$ cat src/rtl/n_demultiplex_buf_pkg.sv
// Shared definitions for the buffered 1-to-2 demultiplexer: channel select codes
// and the width helper used to size pointers and occupancy counts.
package n_demultiplex_buf_pkg;

  localparam logic SEL_A = 1'b0;
  localparam logic SEL_B = 1'b1;

  function automatic int clog2(input int value);
    int result;
    result = 0;
    for (int i = 0; i < 31; i++) begin
      if ((1 << i) < value) result = i + 1;
    end
    return result;
  endfunction

endpackage

$ cat src/rtl/n_demultiplex_buf_if.sv
// Handshake bundle for the demultiplexer: one valid/ready input stream and two
// valid/ready output channels with their occupancy counts.
interface n_demultiplex_buf_if
  import n_demultiplex_buf_pkg::*;
#(
  parameter int N     = 32,
  parameter int DEPTH = 2
);

  logic                          s_valid;
  logic                          s_ready;
  logic                          s_sel;
  logic [N-1:0]                  s_data;
  logic                          a_valid;
  logic                          a_ready;
  logic [N-1:0]                  a_data;
  logic [clog2(DEPTH+1)-1:0]     a_count;
  logic                          b_valid;
  logic                          b_ready;
  logic [N-1:0]                  b_data;
  logic [clog2(DEPTH+1)-1:0]     b_count;

  modport master (
    output s_valid, s_sel, s_data, a_ready, b_ready,
    input  s_ready, a_valid, a_data, a_count, b_valid, b_data, b_count
  );

  modport slave (
    input  s_valid, s_sel, s_data, a_ready, b_ready,
    output s_ready, a_valid, a_data, a_count, b_valid, b_data, b_count
  );

endinterface

$ cat src/rtl/n_demultiplex_buf_chan_fifo.sv
// Per-channel FIFO with a registered head word; the head register is refreshed
// on push into an empty queue or on pop, so dout never sees din combinationally.
module chan_fifo
  import n_demultiplex_buf_pkg::*;
#(
  parameter int N     = 32,
  parameter int DEPTH = 2
) (
  input  logic                      clk,
  input  logic                      rst,
  input  logic                      push,
  input  logic [N-1:0]              din,
  input  logic                      pop,
  output logic [N-1:0]              dout,
  output logic [clog2(DEPTH+1)-1:0] count,
  output logic                      full,
  output logic                      empty
);

  localparam int PW = clog2(DEPTH);
  localparam int CW = clog2(DEPTH+1);

  logic [N-1:0]  mem [DEPTH];
  logic [PW-1:0] wr_ptr;
  logic [PW-1:0] rd_ptr;
  logic [PW-1:0] rd_next;
  logic          do_push;
  logic          do_pop;

  assign full    = (count == CW'(DEPTH));
  assign empty   = (count == '0);
  assign do_push = push & ~full;
  assign do_pop  = pop & ~empty;
  assign rd_next = rd_ptr + 1'b1;

  // With more than one entry the next head is already stored; otherwise it is the incoming word.
  always_ff @(posedge clk or negedge rst) begin
    if (!rst) begin
      wr_ptr <= '0;
      rd_ptr <= '0;
      count  <= '0;
      dout   <= '0;
      for (int i = 0; i < DEPTH; i++) mem[i] <= '0;
    end else begin
      if (do_push) begin
        mem[wr_ptr] <= din;
        wr_ptr      <= wr_ptr + 1'b1;
      end
      if (do_pop) rd_ptr <= rd_next;
      if (do_push && !do_pop) count <= count + 1'b1;
      else if (!do_push && do_pop) count <= count - 1'b1;
      if (do_pop && count > CW'(1)) dout <= mem[rd_next];
      else if (do_push && (empty || (do_pop && count == CW'(1)))) dout <= din;
    end
  end

endmodule

$ cat src/rtl/n_demultiplex_buf.sv
// Buffered N-bit 1-to-2 demultiplexer: steers each accepted word into channel A
// or B, each backed by its own FIFO so one stalled consumer never blocks the other.
module n_demultiplex_buf
  import n_demultiplex_buf_pkg::*;
#(
  parameter int N     = 32,
  parameter int DEPTH = 2
) (
  input  logic                clk,
  input  logic                rst,
  n_demultiplex_buf_if.slave  bus
);

  logic push_a;
  logic push_b;
  logic full_a;
  logic full_b;
  logic empty_a;
  logic empty_b;

  // Readiness depends only on the selected channel's fullness, never on a same-cycle pop.
  assign bus.s_ready = rst & ~((bus.s_sel == SEL_B) ? full_b : full_a);
  assign push_a      = bus.s_valid & bus.s_ready & (bus.s_sel == SEL_A);
  assign push_b      = bus.s_valid & bus.s_ready & (bus.s_sel == SEL_B);
  assign bus.a_valid = ~empty_a;
  assign bus.b_valid = ~empty_b;

  chan_fifo #(.N(N), .DEPTH(DEPTH)) u_fifo_a (
    .clk   (clk),
    .rst   (rst),
    .push  (push_a),
    .din   (bus.s_data),
    .pop   (bus.a_ready),
    .dout  (bus.a_data),
    .count (bus.a_count),
    .full  (full_a),
    .empty (empty_a)
  );

  chan_fifo #(.N(N), .DEPTH(DEPTH)) u_fifo_b (
    .clk   (clk),
    .rst   (rst),
    .push  (push_b),
    .din   (bus.s_data),
    .pop   (bus.b_ready),
    .dout  (bus.b_data),
    .count (bus.b_count),
    .full  (full_b),
    .empty (empty_b)
  );

endmodule

$ cat src/flat_wrapper.sv
// flat-port wrapper written by rule: the top's interface ports become plain ports
module n_demultiplex_buf_flat import n_demultiplex_buf_pkg::*;
#(
  parameter int N     = 32,
  parameter int DEPTH = 2
)
  (clk, rst, bus_s_valid, bus_s_sel, bus_s_data, bus_a_ready, bus_b_ready, bus_s_ready, bus_a_valid, bus_a_data, bus_a_count, bus_b_valid, bus_b_data, bus_b_count);
  n_demultiplex_buf_if #(.N(N), .DEPTH(DEPTH)) bus_i ();
  input  logic clk;
  input  logic rst;
  input wire logic [$bits(bus_i.s_valid)-1:0] bus_s_valid;
  input wire logic [$bits(bus_i.s_sel)-1:0] bus_s_sel;
  input wire logic [$bits(bus_i.s_data)-1:0] bus_s_data;
  input wire logic [$bits(bus_i.a_ready)-1:0] bus_a_ready;
  input wire logic [$bits(bus_i.b_ready)-1:0] bus_b_ready;
  output wire logic [$bits(bus_i.s_ready)-1:0] bus_s_ready;
  output wire logic [$bits(bus_i.a_valid)-1:0] bus_a_valid;
  output wire logic [$bits(bus_i.a_data)-1:0] bus_a_data;
  output wire logic [$bits(bus_i.a_count)-1:0] bus_a_count;
  output wire logic [$bits(bus_i.b_valid)-1:0] bus_b_valid;
  output wire logic [$bits(bus_i.b_data)-1:0] bus_b_data;
  output wire logic [$bits(bus_i.b_count)-1:0] bus_b_count;
  assign bus_i.s_valid = bus_s_valid;
  assign bus_i.s_sel = bus_s_sel;
  assign bus_i.s_data = bus_s_data;
  assign bus_i.a_ready = bus_a_ready;
  assign bus_i.b_ready = bus_b_ready;
  assign bus_s_ready = bus_i.s_ready;
  assign bus_a_valid = bus_i.a_valid;
  assign bus_a_data = bus_i.a_data;
  assign bus_a_count = bus_i.a_count;
  assign bus_b_valid = bus_i.b_valid;
  assign bus_b_data = bus_i.b_data;
  assign bus_b_count = bus_i.b_count;
  n_demultiplex_buf #(.N(N), .DEPTH(DEPTH)) u_core (.clk(clk), .rst(rst), .bus(bus_i));
endmodule
$ cat config.mk
export PLATFORM = sky130hd
export DESIGN_NAME = n_demultiplex_buf_flat
export DESIGN_NICKNAME = d
export VERILOG_FILES = /design/src/rtl/n_demultiplex_buf_pkg.sv /design/src/rtl/n_demultiplex_buf_if.sv /design/src/rtl/n_demultiplex_buf_chan_fifo.sv /design/src/rtl/n_demultiplex_buf.sv /design/src/flat_wrapper.sv
export SDC_FILE = /design/constraint.sdc
export NUM_CORES = 1
export LEC_CHECK = 0
export BUFFER_PORTS_ARGS = -buffer_cell sky130_fd_sc_hd__buf_4
export CORE_MARGIN = 2
export CORE_UTILIZATION = 50
export DETAILED_ROUTE_END_ITERATION = 10
export PLACE_DENSITY = 0.66
export SLEW_MARGIN = 0
export SYNTH_ARGS = -nofsm -noshare
export SYNTH_HDL_FRONTEND = slang
export SYNTH_SLANG_ARGS = --single-unit
$ cat constraint.sdc
create_clock -name clk -period 1.9 [get_ports clk]
set_input_delay 0.38 -clock clk [delete_from_list [all_inputs] [get_ports clk]]
set_output_delay 0.38 -clock clk [all_outputs]
set_load 0.03 [all_outputs]
== Word-level counts from Yosys, hierarchy flattened ==
Cells that the tools add are included.

* Word-level logic and storage cells: 95
* Bits in latches: 0
* Memory bits (read-only): 0
* Memories: 0
* Flip-flop bits (word level): 200
* Input port bits: 38
* Memory bits (writable): 0

* Bitwise gates (word level): 18
* Reductions and logical operators: 24
* Divide/modulo/power cells: 0
* Muxes and demuxes: 21
* Eq/ne operators: 4
* Magnitude comparators: 8
* Shift-type cells: 0
* Multipliers: 0
* Add/sub/neg operators: 8

{| class="wikitable"
|+ Operators by type and width
! kind !! number
|-
| $mux W32 || 12
|-
| $bwmux W64 || 2
|-
| $demux W32 S1 || 2
|-
| $logic_and A1 B1 Y1 || 12
|-
| $and A1 B1 Y1 || 8
|-
| $ge A2 B2 Y1 const B || 4
|-
| $mux W2 || 4
|-
| $not A1 Y2 || 4
|-
| $reduce_bool A2 Y1 || 4
|-
| $not A1 Y1 || 6
|-
| $add A1 B1 Y1 const B || 4
|-
| $add A2 B1 Y2 const B || 2
|-
| $eq A2 B1 Y1 const B || 2
|-
| $eq A2 B2 Y1 const B || 2
|-
| $gt A2 B1 Y1 const B || 2
|-
| $logic_not A1 Y1 || 4
|-
| $logic_not A2 Y1 || 2
|-
| $lt A2 B1 Y1 const B || 2
|-
| $sub A2 B1 Y2 const B || 2
|-
| $logic_or A1 B1 Y1 || 2
|-
| $mux W1 || 1
|}

== Depth between registers and ports, before layout ==
* Depth in word-level cells: 11
* Mapped depth: 7

== By module ==
From an unflattened synthesis, not the netlist that was laid out.

* Cell total of the unflattened synthesis: 627
* Area, all modules: 8,755.9 µm²

{| class="wikitable"
|+ By module, submodules not included
! module !! area an instance (µm²) !! cells each !! times used
|-
| chan_fifo || 4,357.9 || 310 || 2
|-
| n_demultiplex_buf || 40.0 || 7 || 1
|}

== Worst setup path after synthesis ==
No wires, ideal clock.

* Path type: reg2reg
* Start: register u_core.u_fifo_a.count[0]
* End: register u_core.u_fifo_a.mem[34] in the netlist's numbering
* Arrival: 1,864 ps
* Stages on the path, launching flop included: 8
* Clock period less this slack: 1,989 ps
* Slack: -89 ps
* Cell sequence: dfrtp_1 > inv_1 > ha_1 > and4bb_4 > nor2b_4 > buf_6 > buf_12 > mux2_4

* Cells in the longest elaborated chain, start to end: 7

{| class="wikitable"
|+ Ends and longest elaborated chain
! item !! line !! source
|-
| from (decl) || n_demultiplex_buf_chan_fifo.sv:15 || <nowiki>output logic [clog2(DEPTH+1)-1:0] count,</nowiki>
|-
| from (signal assigned) || n_demultiplex_buf_chan_fifo.sv:50 || <nowiki>if (do_push && !do_pop) count <= count + 1'b1;</nowiki>
|-
| from (signal assigned) || n_demultiplex_buf_chan_fifo.sv:51 || <nowiki>else if (!do_push && do_pop) count <= count - 1'b1;</nowiki>
|-
| $eq A2 B2 Y1 * || n_demultiplex_buf_chan_fifo.sv:30 || <nowiki>assign full = (count == CW'(DEPTH));</nowiki>
|-
| $mux W1 || n_demultiplex_buf.sv:22 || <nowiki>assign bus.s_ready = rst & ~((bus.s_sel == SEL_B) ? full_b : full_a);</nowiki>
|-
| $not A1 Y1 || n_demultiplex_buf.sv:22 ||
|-
| $and A1 B1 Y1 || n_demultiplex_buf.sv:22 ||
|-
| $and A1 B1 Y1 (2 in series) || n_demultiplex_buf.sv:23 || <nowiki>assign push_a = bus.s_valid & bus.s_ready & (bus.s_sel == SEL_A);</nowiki>
|-
| $and A1 B1 Y1 * || n_demultiplex_buf_chan_fifo.sv:32 || <nowiki>assign do_push = push & ~full;</nowiki>
|-
| to (signal, indexed assignment) || n_demultiplex_buf_chan_fifo.sv:46 || <nowiki>mem[wr_ptr] <= din;</nowiki>
|-
| to (decl) || n_demultiplex_buf_chan_fifo.sv:23 || <nowiki>logic [N-1:0] mem [DEPTH];</nowiki>
|}

Mark *: on every way between the ends. The rest lies on a longest branch, timed or not.
A chain may end at the register's enable or synchronous reset.

== Worst setup path in the final report ==
* Start: register u_core.u_fifo_b.count[1]
* End: output port bus_b_valid

* Cells in the longest elaborated chain, start to end: 2

{| class="wikitable"
|+ Ends and longest elaborated chain
! item !! line !! source
|-
| from (decl) || n_demultiplex_buf_chan_fifo.sv:15 ||
|-
| from (signal assigned) || n_demultiplex_buf_chan_fifo.sv:50 ||
|-
| from (signal assigned) || n_demultiplex_buf_chan_fifo.sv:51 ||
|-
| $logic_not A2 Y1 || n_demultiplex_buf_chan_fifo.sv:31 || <nowiki>assign empty = (count == '0);</nowiki>
|-
| $not A1 Y1 || n_demultiplex_buf.sv:26 || <nowiki>assign bus.b_valid = ~empty_b;</nowiki>
|-
| to (decl) || flat_wrapper.sv:20 || <nowiki>output wire logic [$bits(bus_i.b_valid)-1:0] bus_b_valid;</nowiki>
|}

No other way between the ends.

==> results.md <==
* FP Rows at 49
* GRT overflow at 0
* Setup slack after layout at about 37 ps
* Core region area at approximately 18000 um2
* Top post-synthesis cells by area: dfrtp_1, mux2_4, mux2i_1
* Die area at between 15000 and 20000 um2
* Vias in the first global route at ~6600
* Net Sw Power at roughly 7.3 mW
* Static leakage at ~5.2 nW
* Initial antenna violation count at 0
* Worst path max stage delay at ~380 ps
* Post-route ant nets at 0
* Flops & latches, synth at 200
* CP top delay family: buffers and inverters
* Comb pwr share at 0.431
* Register area share after synthesis at 0.547
* Clock Latency Late Sink at between 400 and 500 ps
* Rel. slew slack at 0.464
* Mapped cell area at slightly above 9000 um2
* Syn_area_per_cell at 13.4 um2
* Min Hold Slack at about 130 ps
* Number of max-cap violations at 0
* Area of the multi-input gates at about 3900 um2
* Net Sw Frac at 0.367
* CTS buffer count at 17
* Number of H-tree levels at 4
* Hold Crit Class: in -> async
* Final setup fails at 0
* First-pass GRT wire length at about 36 mm
* Worst r2r path cells at 6
* Final setup TNS at 0 ps
* Die Y at 139 um
* Sequential Power Share at 0.378
* Unrepaired setup endpoints after global routing: true
* Vias per cell at between 5 and 6
* CP Cell Sequence: buf_4 -> inv_1 -> ha_2 -> inv_1 -> buf_4
* Minimum clock period at 1860 ps
* Worst Setup Start Kind: register
* Endpoint class of the critical path: primary output
* Levels on crit path at 5
* Worst Path Buf+Inv at 4
* Layout cells sized above 1 at 0.379
* Count of clock tree sinks at 200
* Largest net degree at the start of global routing at 156
* Final Cycle Share at 0.981
* Clock skew after layout at 13.5 ps
* Ys Warns at 0
* Chip Width at 139 um
* I/O Buffers at between 100 and 150
* CP max stage cell: dfrtp_1
* Net total in the final layout at ~840
* Slew @ Worst Pin at 803 ps
* Largest area contributor in the netlist: dfrtp_1
* Worst EP required at roughly 1500 ps
* Synth top area share at 0.547
* DRT iter0 DRCs at 340
* Critical path arrival at 1480 ps
* Part of the power in the clock network at 0.191
* FF+latch area at ~5000 um2
* Internal at between 10 and 15 mW
* Hpwl dp at 14.3 mm
* Clock-pin slew of the registers on the worst-case setup and hold paths at 70 ps
* CTS tree: done
* Mapped Nets at 729
* DR vias at approximately 6100
* CTS max path bufs at 2
* Yosys cell types at 34
* Filler instances at approximately 1400
* Area growth, synth to finish at 21.3%
* DRC at 0
* I/O Pins at 109
* Worst-path maximum fanout at 4
* Clock root cell: clkbuf_16
* Worst VDD drop at roughly 1.2 mV
* Mapped Cells at roughly 690
* Crit Path Class: reg -> out
* Pre-CTS setup slack at around 16 ps
* Final Hold Vio Count at 0
* Fin. max-slew vios at 0
* Initial Util at 0.509
* F_max at 0.537 GHz
* Routed length per instance at ~21 um
* Routability Congestion at about 0.78
* Outcome: finished clean
* Post-CTS Hold Buffers at 0
* DRT Pass-1 Iters at 4
* GRT Util Overall at 0.236
* DRT Wirelength at around 22 mm
* Pwr/cell area at 1800 nW/um2
[sequential cells by signal, indices dropped and copies added (netlist names)]
register,cells
u_core.u_fifo_a.count,2
u_core.u_fifo_a.dout,32
u_core.u_fifo_a.mem,64
u_core.u_fifo_a.rd_ptr,1
u_core.u_fifo_a.wr_ptr,1
u_core.u_fifo_b.count,2
u_core.u_fifo_b.dout,32
u_core.u_fifo_b.mem,64
u_core.u_fifo_b.rd_ptr,1
u_core.u_fifo_b.wr_ptr,1
[per-layer routing]
metal	wire (um)	track usage
met5	0	0
met4	299	0.0696
met1	10100	0.329
met2	10600	0.375
met3	1160	0.0513
[layout by cell type, fill, tap and decap left out, types with 3 or more instances in the layout]
cell        netlist  routed
ha_2              0       3
xnor2_1           5       5
o221ai_1         64      64
nand3_1          64      64
mux2i_1          65      65
mux2_4           60      73
xor2_1            3       3
mux2_2           37      35
inv_1             6       4
dfrtp_2           0       4
clkinvlp_4        0       3
dfrtp_1         200     196
clkbuf_16         0      17
clkbuf_8          0       3
bufinv_16         0       3
mux2_1           31      20
nand2_1          64      64
buf_12            3      14
buf_4             1     128
[per-stage QoR]
stage | util | area [um2] | instances | power [mW]
finish | 0.618 | 11100 | 1034 | 20.0
floorplan | - | 9150 | 685 | 13.1
CTS | 0.614 | 11000 | 1033 | 19.9
global placement | 0.578 | 10400 | 1000 | 15.6
global route | 0.618 | 11100 | 1033 | 21.1
detailed placement | 0.578 | 10400 | 1000 | 16.0
[kinds of logic (layout without fill, tap and decap cells)]
logic type,count (synthesis),count (layout),share of synthesized area
DFF,200,200,0.547
xor gates and xnor gates,8,8,0.00766
adders and majority gates,7,7,0.00930
muxes,193,193,0.253
and+or+nand+nor,143,143,0.0756
buffers and inverters,64,183,0.0416
other,0,1,0
AOI/OAI and AO/OA,70,70,0.0656
[what timing repair did]
| item | in CTS | in global routing |
|---|---|---|
| gates resized for setup | 3 | 20 |
| pin swaps | 0 | 1 |
| cloned | 0 | 0 |
| endpoints found under the setup margin | 3 | 39 |
| setup buffers | 1 | 0 |
[final cells by class]
type,count,area share
sequential,200,0.451
multi-input combinational,421,0.350
timing repair buffer,145,0.115
clock buffer,20,0.0411
tap,229,0.0258
clock inverter,12,0.0148
inverter,6,0.00203
antenna,1,0.000225
[worst paths after layout]
kind / from / slack [ps] / endpoint
max reg2reg: u_core.u_fifo_b.count[0]$_DFFE_PN0P_ / 50 / u_core.u_fifo_b.mem[53]$_DFFE_PN0P_
max in group asynchronous: rst / 1130 / u_core.u_fifo_a.count[0]$_DFFE_PN0P_
max: u_core.u_fifo_b.count[1]$_DFFE_PN0P_ / 40 / bus_b_valid
min: rst / 130 / u_core.u_fifo_b.mem[37]$_DFFE_PN0P_
min in group clk: bus_s_data[22] / 220 / u_core.u_fifo_b.mem[22]$_DFFE_PN0P_
min reg2reg: u_core.u_fifo_b.mem[44]$_DFFE_PN0P_ / 490 / u_core.u_fifo_b.mem[44]$_DFFE_PN0P_
[power by group through the flow]
stage | Sequential [mW] | Clock [mW] | Combinational [mW]
3_5_place_dp | 7.56 | 0 | 8.44
2_1_floorplan | 8.44 | 0 | 4.65
4_1_cts | 7.51 | 3.86 | 8.52
6_report | 7.55 | 3.81 | 8.62
5_1_grt | 7.76 | 4.07 | 9.26
3_3_place_gp | 7.46 | 0 | 8.19
[synthesized netlist by cell type]
master and number:
dfrtp_1 200, mux2i_1 65, nand2_1 64, nand3_1 64, o221ai_1 64, mux2_4 60
mux2_2 37, mux2_1 31, buf_2 28, clkbuf_1 16, buf_6 7, ha_1 6
inv_1 6, xnor2_1 5, and2_1 3, buf_1 3, buf_12 3, nor2b_1 3
xor2_1 3, a21o_1 2, nand4bb_1 2, a21oi_1 1, a221oi_1 1, and4b_1 1
and4bb_4 1, buf_4 1, maj3_1 1, nand2_2 1, nand2_4 1, nand2b_1 1
nor2b_4 1, nor3b_1 1, o21ai_0 1, o22ai_1 1
Note: power is estimated with default switching activity, not from simulation.
